--- config.mk ---
export PLATFORM = sky130hd
export DESIGN_NAME = sw_press_conditioner
export DESIGN_NICKNAME = d
export VERILOG_FILES = /design/src/rtl/sw_press_conditioner.sv
export SDC_FILE = /design/constraint.sdc
export NUM_CORES = 1
export LEC_CHECK = 0
export CORE_ASPECT_RATIO = 1.2
export CORE_MARGIN = 2
export CORE_UTILIZATION = 30
export CTS_CLUSTER_SIZE = 12
export DETAILED_ROUTE_END_ITERATION = 8
export MAX_ROUTING_LAYER = met4
export PLACE_DENSITY = 0.45
export SLEW_MARGIN = 10
export SYNTH_ARGS = -nofsm -noshare
export SYNTH_HDL_FRONTEND = slang
export SYNTH_SLANG_ARGS = --single-unit
--- constraint.sdc ---
create_clock -name clk -period 2.9 [get_ports clk]
set_input_delay 0.29 -clock clk [delete_from_list [all_inputs] [get_ports clk]]
set_output_delay 0.29 -clock clk [all_outputs]
set_load 0.02 [all_outputs]
--- src/rtl/sw_press_conditioner.sv ---
// Switch input conditioner: two-flop synchronizer, per-channel debounce and
// one-hot press qualification feeding the switch-driven state machine.
module sw_press_conditioner #(
    parameter int NUM_SW          = 4,
    parameter int DEBOUNCE_CYCLES = 4,
    parameter int CNT_W           = 4,
    parameter int PULSE_MODE      = 1
) (
    input  logic              clk,
    input  logic              reset,
    input  logic [NUM_SW-1:0] sw_raw,
    output logic [NUM_SW-1:0] sw_out,
    output logic [NUM_SW-1:0] sw_level,
    output logic              conflict
);

    localparam logic [CNT_W-1:0] CNT_LAST = CNT_W'(DEBOUNCE_CYCLES - 1);

    function automatic int unsigned popcount(input logic [NUM_SW-1:0] v);
        int unsigned n;
        n = 0;
        for (int i = 0; i < NUM_SW; i++) begin
            if (v[i]) n++;
        end
        return n;
    endfunction

    logic [NUM_SW-1:0] sync1_p0;
    logic [NUM_SW-1:0] sync2_p1;
    logic [NUM_SW-1:0] db_p2;
    logic [CNT_W-1:0]  cnt_p2 [NUM_SW];

    logic [NUM_SW-1:0] next_db;
    logic [CNT_W-1:0]  next_cnt [NUM_SW];
    logic [NUM_SW-1:0] rise;
    logic              single;

    // Stage p0/p1: metastability synchronizer, nothing between the flops
    always_ff @(posedge clk) begin
        if (reset) begin
            sync1_p0 <= '0;
            sync2_p1 <= '0;
        end else begin
            sync1_p0 <= sw_raw;
            sync2_p1 <= sync1_p0;
        end
    end

    // A bounce back to agreement restarts the count; cnt never passes CNT_LAST
    always_comb begin
        next_db = db_p2;
        for (int i = 0; i < NUM_SW; i++) begin
            next_cnt[i] = '0;
            if (sync2_p1[i] != db_p2[i]) begin
                if (cnt_p2[i] == CNT_LAST) begin
                    next_db[i] = sync2_p1[i];
                end else begin
                    next_cnt[i] = cnt_p2[i] + CNT_W'(1);
                end
            end
        end
    end

    // Stage p2: debounced level and per-channel counters
    always_ff @(posedge clk) begin
        if (reset) begin
            db_p2 <= '0;
            for (int i = 0; i < NUM_SW; i++) begin
                cnt_p2[i] <= '0;
            end
        end else begin
            db_p2 <= next_db;
            for (int i = 0; i < NUM_SW; i++) begin
                cnt_p2[i] <= next_cnt[i];
            end
        end
    end

    // Qualify on the value db is about to take so the pulse lines up with the level
    always_comb begin
        rise   = next_db & ~db_p2;
        single = (popcount(next_db) == 1);
    end

    assign sw_level = db_p2;
    assign conflict = (popcount(db_p2) >= 2);

    generate
        if (PULSE_MODE != 0) begin : g_pulse
            logic [NUM_SW-1:0] pulse_p3;

            // Stage p3: one-cycle press pulse, only for a lone rising switch
            always_ff @(posedge clk) begin
                if (reset) begin
                    pulse_p3 <= '0;
                end else begin
                    pulse_p3 <= rise & {NUM_SW{single}};
                end
            end

            assign sw_out = pulse_p3;
        end else begin : g_level
            assign sw_out = (popcount(db_p2) == 1) ? db_p2 : '0;
        end
    endgenerate

endmodule

# Word-level counts from Yosys, hierarchy flattened
# Memory sizes are Yosys's and may differ from the RTL's.
# Index checks and enable logic that the tools add are counted.
[op_classes]
mux = 31
n_eq_ne = 9
bitwise_logic = 7
order_cmp = 1
add_sub_neg = 10
[ops]
columns = ["operator", "n"]
rows = [
  ["32-bit by 1-bit adder with 32-bit output, second input constant", 6],
  ["32-bit 2-to-1 mux", 6],
  ["4-bit 2-to-1 mux", 12],
  ["32-bit by 1-bit == test with 1-bit output, second input constant", 1],
  ["32-bit by 2-bit >= comparator with 1-bit output, second input constant", 1],
  ["4-bit by 1-bit adder with 4-bit output, second input constant", 4],
  ["4-bit by 2-bit == test with 1-bit output, second input constant", 4],
  ["1-bit 2-to-1 mux", 13],
  ["4-bit bitwise AND", 2],
  ["1-bit != test", 4],
  ["4-bit inverter", 1],
  ["1-bit OR", 4],
]
[totals]
in_bits = 6
ram_bits = 16
elab_cells = 63
n_memories = 1
regBits = 16
output_inout_bits = 9
[mem_list]
columns = ["memory", "depth", "width", "rd", "rd_ports_with_merged_regs", "write_ports", "line", "source"]
rows = [
  ["cnt_p2", 4, 4, 4, 0, 4, "31", "logic [CNT_W-1:0] cnt_p2 [NUM_SW];"],
]

# Depth between registers and ports, before layout
# Gate-level depths: netlist of the first run.
# An unclocked memory read counts as a cell.
[depth]
word_depth = 13
mapped_depth = 9

# Least setup slack after synthesis of the first run
# OpenSTA, ideal clock, no wires.
[synth_path]
path_type = "register to register"
start = "memory cnt_p2[0][0]"
end = "register g_pulse.pulse_p3[1] (netlist: sw_out[1])"
path_buffers = 0
slack_ns = 0.414
t_required_ns = 2.830
stages_incl_launch_ff = 10
synth_period_minus_slack_ns = 2.486
setup_ns = 0.070
arrival_time_ns = 2.417
path_cell_list = "dfxtp_1 -> ha_1 -> nor3b_2 -> mux2i_2 -> xor2_2 -> xnor2_1 -> ha_1 -> nor4_1 -> o21ai_0 -> a21oi_1"
[synth_rtl]
columns = ["item", "line", "source"]
rows = [
  ["start: declaration", "31", ""],
  ["end signal: assignment", "97", "pulse_p3 <= rise & {NUM_SW{single}};"],
  ["end: declaration", "90", "logic [NUM_SW-1:0] pulse_p3;"],
]

==> results of run 1 <==
[layout make-up]
class,count,area (sq um)
Fill cell,455,2604
Multi-Input combinational cell,95,691.9
Sequential cell,32,640.6
Timing Repair Buffer,19,180.2
Clock buffer,6,72.57
Tap cell,56,70.07
Inverter,8,30.03
Clock inverter,1,5.005
[through the flow]
step / std cells / hold WS (ns) / setup slack, ns / utilization (%)
global route: 217 / 0.4621 / -0.01403 / 39.36
floorplan: 138 / 0.4138 / 0.4137 / -
finish: 217 / 0.4397 / 0.1850 / 39.36
global placement: 207 / 0.4232 / 0.2756 / 36.63
CTS: 214 / 0.4464 / 0.06169 / 38.43
detailed placement: 207 / 0.4240 / 0.08645 / 36.63
[cell usage after synthesis (2+ instances only)]
cell type	count	area share (%)
dfxtp_1	32	47
clkbuf_1	3	0.83
inv_1	8	2.2
xor2_1	5	3.2
mux2i_1	2	1.5
nor2b_1	9	4.1
a21oi_1	2	0.74
or3_1	4	1.8
ha_1	8	7.4
nor4_1	2	0.92
nand3_1	5	1.8
xnor2_1	10	6.4
mux2i_2	2	2.0
nor2_1	22	6.1
nand2_1	3	0.83
o21ai_0	5	1.8
o211ai_1	2	1.1
nand4_1	2	0.92
nor3b_2	3	2.8
[cells by family (layout without fill, tap and decap cells)]
| group | after synthesis | count (layout) | synth area share, % |
|---|---|---|---|
| simple gates | 56 | 56 | 22.84 |
| buf+inv | 11 | 34 | 3.039 |
| xor+xnor | 16 | 16 | 10.87 |
| fa+ha+maj | 9 | 9 | 8.103 |
| flops | 32 | 32 | 47.15 |
| mux | 5 | 5 | 4.328 |
| compound gates | 9 | 9 | 3.683 |
[registers in the layout (all words and copies together) (netlist names)]
register  cells
sync1_p0      4
sync2_p1      4
cnt_p2       16
sw_out        4
sw_level      4
[worst max-delay path, delay by kind of cell (launching register included)]
kind,cells,cell delay (ns)
flip-flops,1,0.36
XOR/XNOR,2,0.51
AO/OA/AOI/OAI,1,0.16
adder cells (fa/ha/maj),2,0.51
multiplexers,1,0.36
AND/OR/NAND/NOR,3,0.73
[per-layer routing]
metal,part of all wire [%],up-vias,global-route usage (%)
met5,0,-,-
met4,1.8,0,5.000
met3,4.2,7,3.188
met2,51,17,16.22
met1,43,433,11.55
li1,-,502,-
[what timing repair did]
item	CTS	global route
gates resized for setup	0	3
setup buffers	0	3
setup endpoints to repair	0	4
[worst min path at each step]
| stage | startpoint | endpoint | slack [ns] |
|---|---|---|---|
| after floorplan | sync1_p0[0] | sync2_p1[0] | 0.41 |
| after global placement | sync1_p0[2] | sync2_p1[2] | 0.42 |
| after detailed placement | sync1_p0[3] | sync2_p1[3] | 0.42 |
| after CTS | sync1_p0[3] | sync2_p1[3] | 0.45 |
| after global routing | sync1_p0[1] | sync2_p1[1] | 0.46 |
| final | sync1_p0[1] | sync2_p1[1] | 0.44 |
[power groups by stage]
| stage | Sequential [mW] | Clock [mW] | Combinational, mW |
|---|---|---|---|
| finish | 0.451 | 0.304 | 0.0218 |
| floorplan | 0.459 | 0 | 0.0128 |
| CTS | 0.451 | 0.322 | 0.0223 |
| global route | 0.451 | 0.339 | 0.0251 |
| global placement | 0.460 | 0 | 0.0221 |
| detailed placement | 0.460 | 0 | 0.0222 |
==> results.tsv, run 1 <==
stage	metric	value	unit
status	status	finished clean	
floorplan	Die Width	65.44	um
timing	final setup TNS	0	ns
global_routing	vias in the first global route	910	
detailed_routing	via count	959	
global_routing	initial antenna violation count	0	
critical_path	worst r2r src	cnt_p2[0][0]	
pwr	Logic pwr share	2.8	%
detailed_routing	DR WL/cell	10.39	um
clock_tree	root buffer selected by CTS	clkbuf_8	
critical_path	Worst EP required	3.09	ns
critical_path	cell seen most often among critical-path stages	ha_1	
floorplan	die height	77.73	um
detailed_routing	DRT iter0 DRCs	16	
critical_path	Worst R2R Path Depth	9	
clock_tree	CTS tree	yes	
clock_tree	Bufs on Longest Clock Path	2	
placed_design	DP HPWL	1.733	mm
clock_tree	clk sinks	32	
floorplan	I/O pins	15	
pwr	Clk pwr share	39.1	%
yosys	Distinct cells, synth	28	
worst_hold_path	Hold Crit Depth	1	
finish	area grow syn2layout	24.40	%
critical_path	largest fanout on the critical path	6	
detailed_routing	Pre-Repair DR Iteration Count	4	
critical_path	Critical Path Sink	sw_out[2]	
pwr	LEAKAGE	0.6568	nW
critical_path	CP Data Arrival Time	2.91	ns
pwr	Final Power	776.3	uW
pwr	cell area power density	459.3	mW/mm^2
detailed_routing	Total Wirelength	2.254	mm
clock_tree	CTS Hold Buffers Added	0	
critical_path	crit path kind	reg -> reg	
yosys	Mapped Cells	138	
job	Max Cap Viol	0	
pwr	Reg power frac	58.1	%
global_routing	GR Util All Layers	10.22	%
placed_design	Final GP Congestion	0.7580	
critical_path	CP max stage delay	0.37	ns
pwr	Max VDD drop	0.2591	mV
yosys	async set-reset flop share out of synthesis	0	%
finish	Ant. Diodes	0	
floorplan	die area	0.005086	sq mm
yosys	Synth Area per Inst	9.846	sq um
yosys	Mapped Nets	152	
finish	commonest non-fill, non-tap cell in the layout	dfxtp_1	
timing	Final period util	93.62	%
global_routing	gr ovfl total	0	
critical_path	CP max-delay cell	nor4_1	
detailed_routing	# DRC	0	
yosys	number of synthesized register bits	32	
detailed_routing	Antenna Violating Nets Remaining	0	
yosys	Mapped Area	0.001359	sq mm
timing	Hold Vio Cnt, Final	0	
finish	share of cells above drive strength 1	12.42	%
placed_design	Port Buffers	14	
timing	Slew @ Worst Pin	0.5056	ns
clock_tree	total CTS buffers	5	
finish	commonest cells after routing, fill and taps aside	dfxtp_1 (32), nor2_1 (22), clkdlybuf4s50_1 (13)	
timing	relative slew slack	65.33	%
global_routing	largest net degree at the start of global routing	14	
yosys	Main synth FF type	dfxtp_1	
yosys	Post-synth EDFFs	0	
yosys	Ys Warns	0	
finish	Final Cell Area	0.001690	sq mm
clock_tree	clk_lat worst skew	0.27	ns
timing	clock skew	0.003413	ns
floorplan	Core Area	0.004294	sq mm
global_routing	first-pass GRT wire length	3.939	mm
critical_path	Worst R2R Setup Slack	0.18	ns
placed_design	Post-Place Cell Area	0.001573	sq mm
worst_hold_path	Min-Delay Path Class	reg -> reg	
timing	min Tclk post-route	2.715	ns
timing	fmax	368.3	MHz
yosys	Seq/Total Area, Yosys	47.15	%
pwr	Net Switching	154.2	uW
clock_tree	Clk pin slew, worst setup/hold paths	0.06	ns
critical_path	Setup crit start	cnt_p2[0][0]	
clock_tree	H-tree levels	2	
pwr	Sw Ratio	19.87	%
pwr	internal power	622.1	uW
detailed_routing	Vias/cell	4.419	
critical_path	critical path startpoint category	flop	
critical_path	critical path, cell by cell	ha_1 -> nor3b_2 -> mux2i_2 -> xor2_2 -> xnor2_1 -> ha_1 -> nor4_1 -> nand2_1 -> o21ai_0	
floorplan	Initial Util	31.64	%
critical_path	r2r endpoint	sw_out[2]	
critical_path	Crit. End Element	flop	
floorplan	row count	26	
finish	final net count	175	
timing	setup violators final	0	
timing	Max Slew Vio Count	0	
Power figures use the tool's default switching activity.
==> run 2: changes to the inputs <==
--- a/config.mk
+++ b/config.mk
@@ -6,10 +6,11 @@
 export NUM_CORES = 1
 export LEC_CHECK = 0
 export CORE_ASPECT_RATIO = 1.2
-export CORE_MARGIN = 2
+export CORE_MARGIN = 4
 export CORE_UTILIZATION = 30
 export CTS_CLUSTER_SIZE = 12
 export DETAILED_ROUTE_END_ITERATION = 8
+export GPL_TIMING_DRIVEN = 0
 export MAX_ROUTING_LAYER = met4
 export PLACE_DENSITY = 0.45
 export SLEW_MARGIN = 10
==> run 2 against run 1 <==
Clock skew fell by 0.00066 ns. Count of clock-buffer cells in the layout is 2 higher. Final area rose by 1.1%. Via count shrank 0.10%. Non-clock buffer count fell by 1. Clock power is 14% higher. Final cell count unchanged. Wire length grew 3.8%. Maximum frequency is 4.1% higher. Hold slack worse by 0.044 ns. Sequential share of layout area is 0.34 points lower. Register-to-register slack better by 0.11 ns.
==> results.tsv, run 2 (synthesis results as in run 1) <==
stage	metric	value	unit
pwr	Final Power	818.4	uW
clock_tree	clk_lat worst skew	0.28	ns
critical_path	Worst EP required	3.11	ns
critical_path	Worst R2R Setup Slack	0.29	ns
finish	final net count	174	
global_routing	initial antenna violation count	0	
pwr	cell area power density	478.8	mW/mm^2
global_routing	vias in the first global route	985	
critical_path	Crit. End Element	flop	
detailed_routing	DR WL/cell	10.78	um
timing	Slew @ Worst Pin	0.5831	ns
placed_design	Port Buffers	13	
finish	fin util	39.50	%
clock_tree	Bufs on Longest Clock Path	2	
global_routing	first-pass GRT wire length	4.160	mm
timing	fmax	383.5	MHz
pwr	LEAKAGE	0.6624	nW
pwr	Clk pwr share	42.4	%
pwr	Net Switching	167.1	uW
detailed_routing	DRT iter0 DRCs	21	
critical_path	worst r2r src	cnt_p2[1][0]	
detailed_routing	Total Wirelength	2.339	mm
pwr	Reg power frac	55.1	%
timing	clock skew	0.002755	ns
critical_path	crit path kind	reg -> reg	
floorplan	die area	0.005675	sq mm
detailed_routing	Pre-Repair DR Iteration Count	4	
detailed_routing	via count	958	
pwr	Sw Ratio	20.42	%
worst_hold_path	worst hold endpoint	sync2_p1[2]	
clock_tree	CTS tree	yes	
timing	final setup TNS	0	ns
detailed_routing	Antenna Violating Nets Remaining	0	
job	Max Cap Viol	0	
global_routing	GR Util All Layers	9.782	%
clock_tree	Clk pin slew, worst setup/hold paths	0.06	ns
floorplan	I/O pins	15	
critical_path	r2r endpoint	sw_out[1]	
placed_design	DP HPWL	1.726	mm
finish	commonest non-fill, non-tap cell in the layout	dfxtp_1	
status	status	finished clean	
placed_design	Final GP Congestion	0.7122	
pwr	Logic pwr share	2.5	%
timing	Final period util	89.92	%
critical_path	CP max stage delay	0.42	ns
worst_hold_path	Hold Crit Depth	2	
worst_hold_path	Min-Delay Path Class	in -> reg	
detailed_routing	Vias/cell	4.415	
floorplan	die height	81.73	um
critical_path	CP Data Arrival Time	2.82	ns
critical_path	Worst R2R Path Depth	9	
critical_path	critical path, cell by cell	ha_1 -> nor3b_2 -> mux2i_4 -> maj3_1 -> inv_1 -> ha_1 -> nor4_4 -> o21ai_0 -> a21oi_1	
detailed_routing	# DRC	0	
critical_path	cell seen most often among critical-path stages	ha_1	
floorplan	row count	26	
clock_tree	total CTS buffers	5	
timing	setup violators final	0	
timing	relative slew slack	60.02	%
timing	Max Slew Vio Count	0	
critical_path	largest fanout on the critical path	5	
pwr	Max VDD drop	0.2456	mV
floorplan	Core Area	0.004327	sq mm
finish	max reg flops	16	
clock_tree	clk sinks	32	
timing	min Tclk post-route	2.608	ns
pwr	internal power	651.2	uW
finish	Ant. Diodes	0	
timing	Hold Vio Cnt, Final	0	
clock_tree	root buffer selected by CTS	clkbuf_8	
timing	RSZ-0062 raised after global routing	no	
worst_hold_path	hold path startpoint	reset	
floorplan	Die Width	69.44	um
global_routing	gr ovfl total	0	
global_routing	largest net degree at the start of global routing	11	
finish	commonest cells after routing, fill and taps aside	dfxtp_1 (31), nor2_1 (22), clkdlybuf4s50_1 (12)	
floorplan	Initial Util	31.41	%
critical_path	CP max-delay cell	mux2i_4	
clock_tree	CTS Hold Buffers Added	0	
timing	worst hold margin	0.3956	ns
clock_tree	H-tree levels	2	
critical_path	critical path startpoint category	flop	
finish	area grow syn2layout	25.78	%
finish	register with the most flip-flops	cnt_p2	
finish	share of cells above drive strength 1	13.04	%
run 2: cell types whose count changed in the layout (fill, tap and decap cells not counted), sizes merged:
cell / previous run / this run
clkbuf: 6 / 11
buf: 5 / 2
clkdlybuf4s50: 13 / 12
clkinv: 1 / 0
run 2: worst max-delay path: cells and delay by family, from the launching register on:
kind	cells	cell delay [ns]
AND/OR/NAND/NOR	2	0.72
AO/OA/AOI/OAI	2	0.24
buffers and inverters	1	0.04
multiplexers	1	0.42
adder cells (fa/ha/maj)	3	0.76
flip-flops	1	0.36
run 2: power by group through the flow:
stage               clock network (mW)  logic (mW)  registers (mW)
floorplan                            0      0.0128           0.459
global placement                     0      0.0208           0.460
detailed placement                   0      0.0213           0.460
CTS                              0.368      0.0213           0.450
global route                     0.388      0.0241           0.451
finish                           0.347      0.0206           0.451
run 2: how the worst max path moves through the flow:
| stage | cells past startpoint | end | startpoint | slack, ns |
|---|---|---|---|---|
| after floorplan | 9 | sw_out[1] | cnt_p2[0][0] | 0.41 |
| final | 9 | sw_out[1] | cnt_p2[1][0] | 0.29 |
| after global placement | 9 | sw_out[1] | cnt_p2[0][0] | 0.08 |
| after CTS | 9 | sw_out[1] | cnt_p2[0][0] | 0.04 |
| after detailed placement | 9 | sw_out[1] | cnt_p2[0][0] | 0.06 |
| after global routing | 9 | sw_out[2] | cnt_p2[0][0] | 0.01 |
run 2: what timing repair did:
item | in CTS | in global routing
endpoints found under the setup margin | 0 | 5
resized for setup | 0 | 8
hold endpoints to repair | 0 | 0
setup buffers | 0 | 2
run 2: final cells by class:
type	count	area (sq um)
Buffer	3	11.26
Clock buffer	8	90.09
Fill cell	436	2618
Inverter	8	30.03
Multi-Input combinational cell	95	718.2
Sequential cell	32	641.9
Tap cell	56	70.07
Timing Repair Buffer	15	147.6
run 2: metal layers:
layer | part of all wire (%) | wire length [um] | GRT usage [%]
met5 | 0 | 0 | -
met4 | 2.3 | 54 | 5.859
met3 | 5.0 | 118 | 4.039
met2 | 47 | 1098 | 15.46
met1 | 46 | 1068 | 10.34
run 2: stage by stage:
step,cells,setup slack [ns],area (sq um)
final,217,0.2923,1709
after global routing,217,0.01255,1709
after CTS,215,0.03963,1649
after detailed placement,207,0.06054,1559
after global placement,207,0.08453,1559
after floorplan,138,0.4137,1359
==> run 3: changes to the inputs <==
--- a/config.mk
+++ b/config.mk
@@ -10,10 +10,11 @@
 export CORE_UTILIZATION = 30
 export CTS_CLUSTER_SIZE = 12
 export DETAILED_ROUTE_END_ITERATION = 8
+export GPL_ROUTABILITY_DRIVEN = 0
 export GPL_TIMING_DRIVEN = 0
 export MAX_ROUTING_LAYER = met4
 export PLACE_DENSITY = 0.45
-export SLEW_MARGIN = 10
+export SLEW_MARGIN = 5
 export SYNTH_ARGS = -nofsm -noshare
 export SYNTH_HDL_FRONTEND = slang
 export SYNTH_SLANG_ARGS = --single-unit
==> results of run 3 <==
Final layout, timing and power as in run 2 (identical DEF).
